$ cat config.mk
export PLATFORM = sky130hd
export DESIGN_NAME = mem_port_arbiter
export DESIGN_NICKNAME = d
export VERILOG_FILES = /design/src/rtl/riscv_pkg.sv /design/src/rtl/arb_pick.sv /design/src/rtl/mem_port_arbiter.sv
export SDC_FILE = /design/constraint.sdc
export NUM_CORES = 1
export LEC_CHECK = 0
export CELL_PAD_IN_SITES_DETAIL_PLACEMENT = 1
export CELL_PAD_IN_SITES_GLOBAL_PLACEMENT = 1
export CORE_MARGIN = 3
export CORE_UTILIZATION = 22
export DETAILED_ROUTE_END_ITERATION = 12
export GPL_ROUTABILITY_DRIVEN = 0
export PLACE_DENSITY_LB_ADDON = 0.1
export SLEW_MARGIN = 0
export SYNTH_ARGS = -nofsm -noshare
export SYNTH_HDL_FRONTEND = slang
export SYNTH_HIERARCHICAL = 1
export SYNTH_SLANG_ARGS = --single-unit
$ cat constraint.sdc
create_clock -name clk -period 1.45 [get_ports clk]
set_input_delay 0.2175 -clock clk [delete_from_list [all_inputs] [get_ports clk]]
set_output_delay 0.2175 -clock clk [all_outputs]
set_load 0.05 [all_outputs]
$ cat src/rtl/riscv_pkg.sv
// Shared types and parameter defaults for the instruction/data memory port
// arbiter (mem_port_arbiter and its arb_pick selector).
package riscv_pkg;

    localparam int ARB_ADDR_W_DEF     = 32;
    localparam int ARB_DATA_W_DEF     = 32;
    localparam int ARB_STARVE_MAX_DEF = 4;

    typedef enum logic [1:0] {
        ARB_IDLE = 2'd0,
        ARB_REQ  = 2'd1,
        ARB_RESP = 2'd2
    } arb_state_t;

    typedef enum logic [1:0] {
        OWN_NONE = 2'd0,
        OWN_IF   = 2'd1,
        OWN_D    = 2'd2
    } arb_owner_t;

endpackage

$ cat src/rtl/arb_pick.sv
// Requester selection for mem_port_arbiter. Data side has fixed priority.
// With MEM_ARB_STARVE_GUARD_EN defined, a counter of consecutive data grants
// made while fetch is waiting forces one fetch grant after STARVE_MAX of them.
// Selections are only raised while the arbiter is idle, so they double as
// the grant pulses.
module arb_pick
    import riscv_pkg::*;
#(
    parameter int STARVE_MAX = ARB_STARVE_MAX_DEF
)
(
`ifdef MEM_ARB_STARVE_GUARD_EN
    input  logic clk,
    input  logic rst_n,
`endif
    input  logic i_idle,
    input  logic i_if_req,
    input  logic i_d_req,
    output logic o_sel_if,
    output logic o_sel_d
);

    generate
        if (STARVE_MAX < 1) begin : g_bad_starve_max
            $error("arb_pick: STARVE_MAX must be at least 1");
        end
    endgenerate

`ifdef MEM_ARB_STARVE_GUARD_EN
    localparam int CNT_W = $clog2(STARVE_MAX + 1);

    logic [CNT_W-1:0] r_starve_cnt;
    logic             w_force_if;

    assign w_force_if = i_if_req && (r_starve_cnt == CNT_W'(STARVE_MAX));
    assign o_sel_d    = i_idle && i_d_req && !w_force_if;
    assign o_sel_if   = i_idle && i_if_req && !o_sel_d;

    // Count data grants that left fetch waiting; any fetch grant, or a data
    // grant with nobody waiting, restarts the count. The count cannot pass
    // STARVE_MAX because data is never selected at that value while fetch waits.
    always_ff @(posedge clk or negedge rst_n) begin
        if (!rst_n) begin
            r_starve_cnt <= '0;
        end else if (o_sel_if) begin
            r_starve_cnt <= '0;
        end else if (o_sel_d) begin
            r_starve_cnt <= i_if_req ? r_starve_cnt + 1'b1 : '0;
        end
    end
`else
    assign o_sel_d  = i_idle && i_d_req;
    assign o_sel_if = i_idle && i_if_req && !i_d_req;
`endif

endmodule

$ cat src/rtl/mem_port_arbiter.sv
// Shares one single-port memory between the fetch stage (IF) and the
// load/store stage (D). One transaction at a time: grant, forward the
// latched request, wait for the single response and route it to its owner.
// Optional fetch starvation guard: define MEM_ARB_STARVE_GUARD_EN.
//
// state    | meaning
// ---------+-----------------------------------------------------------
// ARB_IDLE | no transaction; grants are issued combinationally here
// ARB_REQ  | mem_req high with latched fields, waiting for mem_gnt
// ARB_RESP | request accepted, waiting for mem_rvalid to route to owner
module mem_port_arbiter
    import riscv_pkg::*;
#(
    parameter int ADDR_W     = ARB_ADDR_W_DEF,
    parameter int DATA_W     = ARB_DATA_W_DEF,
    parameter int STARVE_MAX = ARB_STARVE_MAX_DEF
)
(
    input  logic                clk,
    input  logic                rst_n,

    input  logic                if_req,
    input  logic [ADDR_W-1:0]   if_addr,
    output logic                if_gnt,
    output logic                if_rvalid,
    output logic [DATA_W-1:0]   if_rdata,

    input  logic                d_req,
    input  logic                d_we,
    input  logic [ADDR_W-1:0]   d_addr,
    input  logic [DATA_W-1:0]   d_wdata,
    input  logic [DATA_W/8-1:0] d_be,
    output logic                d_gnt,
    output logic                d_rvalid,
    output logic [DATA_W-1:0]   d_rdata,

    output logic                mem_req,
    output logic                mem_we,
    output logic [ADDR_W-1:0]   mem_addr,
    output logic [DATA_W-1:0]   mem_wdata,
    output logic [DATA_W/8-1:0] mem_be,
    input  logic                mem_gnt,
    input  logic                mem_rvalid,
    input  logic [DATA_W-1:0]   mem_rdata
);

    localparam int BE_W = DATA_W / 8;

    arb_state_t        r_state;
    arb_state_t        w_state_nxt;
    arb_owner_t        r_owner;
    arb_owner_t        w_owner_nxt;

    logic              w_idle;
    logic              w_sel_if;
    logic              w_sel_d;

    logic              r_we;
    logic [ADDR_W-1:0] r_addr;
    logic [DATA_W-1:0] r_wdata;
    logic [BE_W-1:0]   r_be;

    assign w_idle = (r_state == ARB_IDLE);

    arb_pick #(
        .STARVE_MAX (STARVE_MAX)
    ) u_pick (
`ifdef MEM_ARB_STARVE_GUARD_EN
        .clk      (clk),
        .rst_n    (rst_n),
`endif
        .i_idle   (w_idle),
        .i_if_req (if_req),
        .i_d_req  (d_req),
        .o_sel_if (w_sel_if),
        .o_sel_d  (w_sel_d)
    );

    assign if_gnt = w_sel_if;
    assign d_gnt  = w_sel_d;

    // State and owner registers; reset abandons any in-flight response.
    always_ff @(posedge clk or negedge rst_n) begin
        if (!rst_n) begin
            r_state <= ARB_IDLE;
            r_owner <= OWN_NONE;
        end else begin
            r_state <= w_state_nxt;
            r_owner <= w_owner_nxt;
        end
    end

    // Next state, owner tracking and response routing to the owner.
    always_comb begin
        w_state_nxt = r_state;
        w_owner_nxt = r_owner;
        if_rvalid   = 1'b0;
        d_rvalid    = 1'b0;
        case (r_state)
            ARB_IDLE: begin
                if (w_sel_d) begin
                    w_state_nxt = ARB_REQ;
                    w_owner_nxt = OWN_D;
                end else if (w_sel_if) begin
                    w_state_nxt = ARB_REQ;
                    w_owner_nxt = OWN_IF;
                end
            end
            ARB_REQ: begin
                if (mem_gnt) begin
                    w_state_nxt = ARB_RESP;
                end
            end
            ARB_RESP: begin
                if (mem_rvalid) begin
                    if_rvalid   = (r_owner == OWN_IF);
                    d_rvalid    = (r_owner == OWN_D);
                    w_state_nxt = ARB_IDLE;
                    w_owner_nxt = OWN_NONE;
                end
            end
            default: begin
                w_state_nxt = ARB_IDLE;
                w_owner_nxt = OWN_NONE;
            end
        endcase
    end

    // Capture the granted request; fields then hold until the next grant,
    // which keeps them stable for the whole of ARB_REQ. Fetch leaves the
    // write-data register untouched since it is a don't-care for reads.
    always_ff @(posedge clk or negedge rst_n) begin
        if (!rst_n) begin
            r_we    <= 1'b0;
            r_addr  <= '0;
            r_wdata <= '0;
            r_be    <= '0;
        end else if (w_sel_d) begin
            r_we    <= d_we;
            r_addr  <= d_addr;
            r_wdata <= d_wdata;
            r_be    <= d_be;
        end else if (w_sel_if) begin
            r_we    <= 1'b0;
            r_addr  <= if_addr;
            r_be    <= '1;
        end
    end

    assign mem_req   = (r_state == ARB_REQ);
    assign mem_we    = r_we;
    assign mem_addr  = r_addr;
    assign mem_wdata = r_wdata;
    assign mem_be    = r_be;

    // Read data is a plain pass-through; only the rvalid pulses qualify it.
    assign if_rdata = mem_rdata;
    assign d_rdata  = mem_rdata;

endmodule

# After elaboration in Yosys (flattened, before gate mapping)

Index checks and enable logic that the tools add are counted.

Bits in registers: 73
Input port bits: 139
Output and inout bits: 138
Word-level logic and storage cells: 39

Eq/ne operators: 7
Multiplexer cells: 17
Bitwise operators: 1
Reductions and logical operators: 8

Operators by type and width:

| operator           | number |
|---|---|
| $mux 32            | 2 |
| $pmux 2 s3         | 2 |
| $mux 2             | 5 |
| $mux 4             | 2 |
| $mux 1             | 6 |
| $reduce_and 3->1   | 2 |
| $eq 2x1->1 const B | 2 |
| $eq 2x2->1 const B | 2 |
| $logic_and 1x1->1  | 3 |
| $ne 3x3->1 const B | 1 |
| $logic_not 2->1    | 1 |
| $ne 2x1->1 const B | 1 |
| $ne 2x2->1 const B | 1 |
| $reduce_bool 2->1  | 1 |
| $logic_not 1->1    | 1 |
| $not 1->1          | 1 |

# Longest topological paths before layout

Depth after elaboration: 6
Mapped depth: 8
Gate-level depth less buffers: 4

# By module

Netlist, hierarchy kept.

By module, submodules not included:

| module           | times used | cells each | area each (um^2) | sequential area each (um^2) |
|---|---|---|---|---|
| mem_port_arbiter | 1          | 318        | 3609.7           | 1826.8 |
| arb_pick         | 1          | 2          | 16.3             | 0.0 |

# Least setup slack after synthesis

OpenSTA, ideal clock, no wires.

Kind: flip-flop to output port
Start: register r_state[0]
End: output port if_rvalid
Arrival: 1.768 ns
Required time: 1.233 ns
Setup slack: -0.535 ns
Cell stages (with the launch flop): 4
Buffers on the path: 0
Cells stage by stage: dfrtp_1 > inv_1 > nand3_1 > nor3b_1

Word-level cells in the longest chain between the ends: 2

Ends and longest elaborated chain:

| item                   | RTL line               | RTL |
|---|---|---|
| from (decl)            | mem_port_arbiter.sv:49 | `arb_state_t r_state;` |
| from (signal assigned) | mem_port_arbiter.sv:88 | `r_state <= w_state_nxt;` |
| $eq 2x2->1             | mem_port_arbiter.sv:99 | `case (r_state)` |
| $mux 1                 | mem_port_arbiter.sv:99 |  |
| to (decl)              | mem_port_arbiter.sv:25 | `output logic if_rvalid,` |

No other way between the ends.

# Worst setup path in the final report

Start: register r_state[1]
End: output port d_gnt

Word-level cells in the longest chain between the ends: 2

Ends and longest elaborated chain:

| item              | RTL line               | RTL |
|---|---|---|
| $logic_not 2->1   | mem_port_arbiter.sv:63 | `assign w_idle = (r_state == ARB_IDLE);` |
| named net w_idle  | mem_port_arbiter.sv:54 | `logic w_idle;` |
| $logic_and 1x1->1 | arb_pick.sv:52         | `assign o_sel_d = i_idle && i_d_req;` |
| to (decl)         | mem_port_arbiter.sv:33 | `output logic d_gnt,` |

The timed path passes the listed nets, and every way through them passes these cells.

==> results <==
[layout make-up]
class	instances	area [sq um]
clock inverters	4	75.07
multi-input cells	163	1358
clock buffers	12	256.5
well taps	216	270.3
repair buffers	222	3142
fillers	1665	9064
inverters	2	7.507
flip-flops and latches	73	1828
[report_power, final]
part           internal, uW  switching [uW]
clock network          1600             906
logic                  6150            5600
registers              3080            1160
[cell usage after synthesis, drive strengths merged, types with 2 or more instances]
| cell | n | area (sq um) |
|---|---|---|
| a21oi | 2 | 10.01 |
| clkbuf | 5 | 18.77 |
| dfrtp | 73 | 1827 |
| o21ai | 38 | 190.2 |
| inv | 2 | 7.510 |
| mux2 | 32 | 360.4 |
| nand2 | 39 | 146.4 |
| mux2i | 33 | 330.3 |
| nor2b | 2 | 12.51 |
| nand3 | 2 | 10.01 |
| buf | 77 | 621.9 |
| nor2 | 7 | 28.78 |
[critical path, delay by kind of cell, from the launching register on]
kind / cells / cell delay (ns)
buf+inv: 3 / 0.32
flops: 1 / 0.41
simple gates: 2 / 0.31
[what timing repair did]
action	CTS	global route
resized for setup	33	40
setup buffers	6	6
pin swaps	4	6
endpoints found under the setup margin	12	77
hold buffers	1	0
gates cloned	3	5
endpoints found under the hold margin	73	0
[kinds of logic (layout without fill, tap and decap cells)]
group,Yosys count,in the layout,synth area share [%]
buf+inv,84,240,17.87
compound gates,44,44,6.453
mux,65,65,19.05
simple gates,54,54,6.246
flops,73,73,50.38
[worst paths after layout]
kind / end / slack, ns / cells after the start
setup / recovery: d_gnt / -0.14 / 5
max in group asynchronous: r_owner[1] / 0.62 / 3
setup reg to reg: mem_addr[24] / -0.09 / 7
hold reg to reg: mem_we / 0.57 / 1
min in group clk: mem_addr[3] / 0.42 / 3
hold / removal: mem_wdata[26] / 0.39 / 3
[layer usage]
metal	share of wire (%)	vias up	GRT usage, %
li1	-	1313	-
met1	40	1413	14.51
met2	51	100	20.89
met3	7.7	23	4.501
met4	1.9	0	5.882
met5	0	-	0
[sequential cells by signal (all words and copies together) (netlist names)]
signal     cells
r_owner        2
mem_addr      32
mem_wdata     32
mem_be         4
mem_we         1
r_state        2
[metrics by stage]
stage | utilization, % | setup slack [ns]
after floorplan | - | -0.2450
after global placement | 38.19 | -0.1818
after detailed placement | 38.19 | -0.1841
after CTS | 41.58 | -0.1719
after global routing | 43.35 | -0.1971
final | 43.35 | -0.1428
==> reports/qor.csv <==
stage;metric;value;unit
power;Worst VDD drop;0.001233;V
route;vias;2849;
route;# DRC;0;
setup_path;Max stage delay on crit path;0.41;ns
route;drt first pass iters;4;
setup_path;WS Path Type;reg -> out;
placement;Cells after DPL;655;
power;Design Power;18490;uW
timing;# setup viols final;47;
status;failing checks;setup timing;
grt;GRT overflow;0;
setup_path;Cell Chain, Critical Path;nor2_4, and2_4, buf_12, buf_6, buf_12;
grt;first-pass GRT wire length;17650;um
route;WL final;12000;um
cts;Worst-path clk slew;0.06;ns
die;die area;0.01806;sq mm
placement;IO Port Bufs;180;
route;ANT nets after route;0;
synth;Post-Syn Nets;459;
die;Die X;134.4;um
grt;initial antenna violation count;0;
power;leakage;0.002937;uW
die;IO Count;277;
die;starting density of the core;22.66;%
finish;Area Overhead vs Synth;91.30;%
timing;Min Hold Slack;0.3937;ns
placement;Post-DP Area;0.006111;sq mm
timing;max-slew violations;0;
synth;Post-synth top flop;dfrtp_1;
finish;most frequent cells in the layout;105 x clkdlybuf4s50_1, 82 x buf_12, 72 x dfrtp_1, 39 x nand2_1, 36 x o21ai_1;
synth;Gate Count Post-Synth;320;
setup_path;Worst path slowest cell;dfrtp_1;
setup_path;Req. time, crit path;1.23;ns
timing;Final Hold Fails;0;
timing;relative slew slack;67.40;%
die;placeable core region;0.01600;sq mm
setup_path;crit path launch;r_state[1];
synth;library cells used by synthesis;25;
route;drt wl/cell;17.34;um
timing;Worst Skew;0.006245;ns
setup_path;CP startpoint kind;flip-flop;
die;num rows;46;
timing;unrepaired setup endpoints after global routing;true;
finish;Nets;610;
grt;largest net degree at the start of global routing;74;
synth;syn_area_per_cell;11.33;sq um
cts;CTS root buf;clkbuf_16;
finish;share of cells above drive strength 1;37.82;%
finish;Finished Cell Area;0.006937;sq mm
cts;CTS Buf Count;9;
grt;Total Routing Usage GR;12.59;%
die;die height;134.4;um
route;Via density;4.117;
placement;post-detail-place hpwl;8079;um
finish;Layout Cells excl Fill;692;
cts;clk_lat worst skew;0.34;ns
timing;Setup TNS;-1.708;ns
synth;EDFF count, synth;0;
cts;H-tree depth;3;
grt;vias in the first global route;3202;
route;initial drt markers;35;
timing;worst-margin pin slew;0.4890;ns
synth;Synthesis Warnings;6;
setup_path;critical path data arrival time;1.38;ns
setup_path;Setup crit end kind;output pin;
setup_path;Worst Path Max Fanout;2;
min_path;worst hold path class;in -> async;
cts;CTS sink cnt;73;
synth;#FFs+latches synth;73;
synth;post-synthesis sequential area ratio;50.38;%
setup_path;most used cell, CP;buf_12;
setup_path;reg-to-reg critical path startpoint;r_state[1];
finish;most common cell after layout, fill and taps aside;clkdlybuf4s50_1;
timing;f_max;0.6278;GHz
finish;antenna cells;0;
power;PwrDens;2666;mW/mm^2
status;status;complete, but fails checks;
cts;CTS tree;done;
synth;Mapped Area;0.003626;sq mm
timing;clock period minus final worst setup slack;1.593;ns
cts;Max Buffers Root-to-Sink;2;
timing;Final Cycle Share;109.8;%
flow_run;max cap viols;0;
timing;Worst Setup Slack, final;-0.1428;ns
synth;ys async rst share;100.0;%
Note: power is estimated with default switching activity, not from simulation.
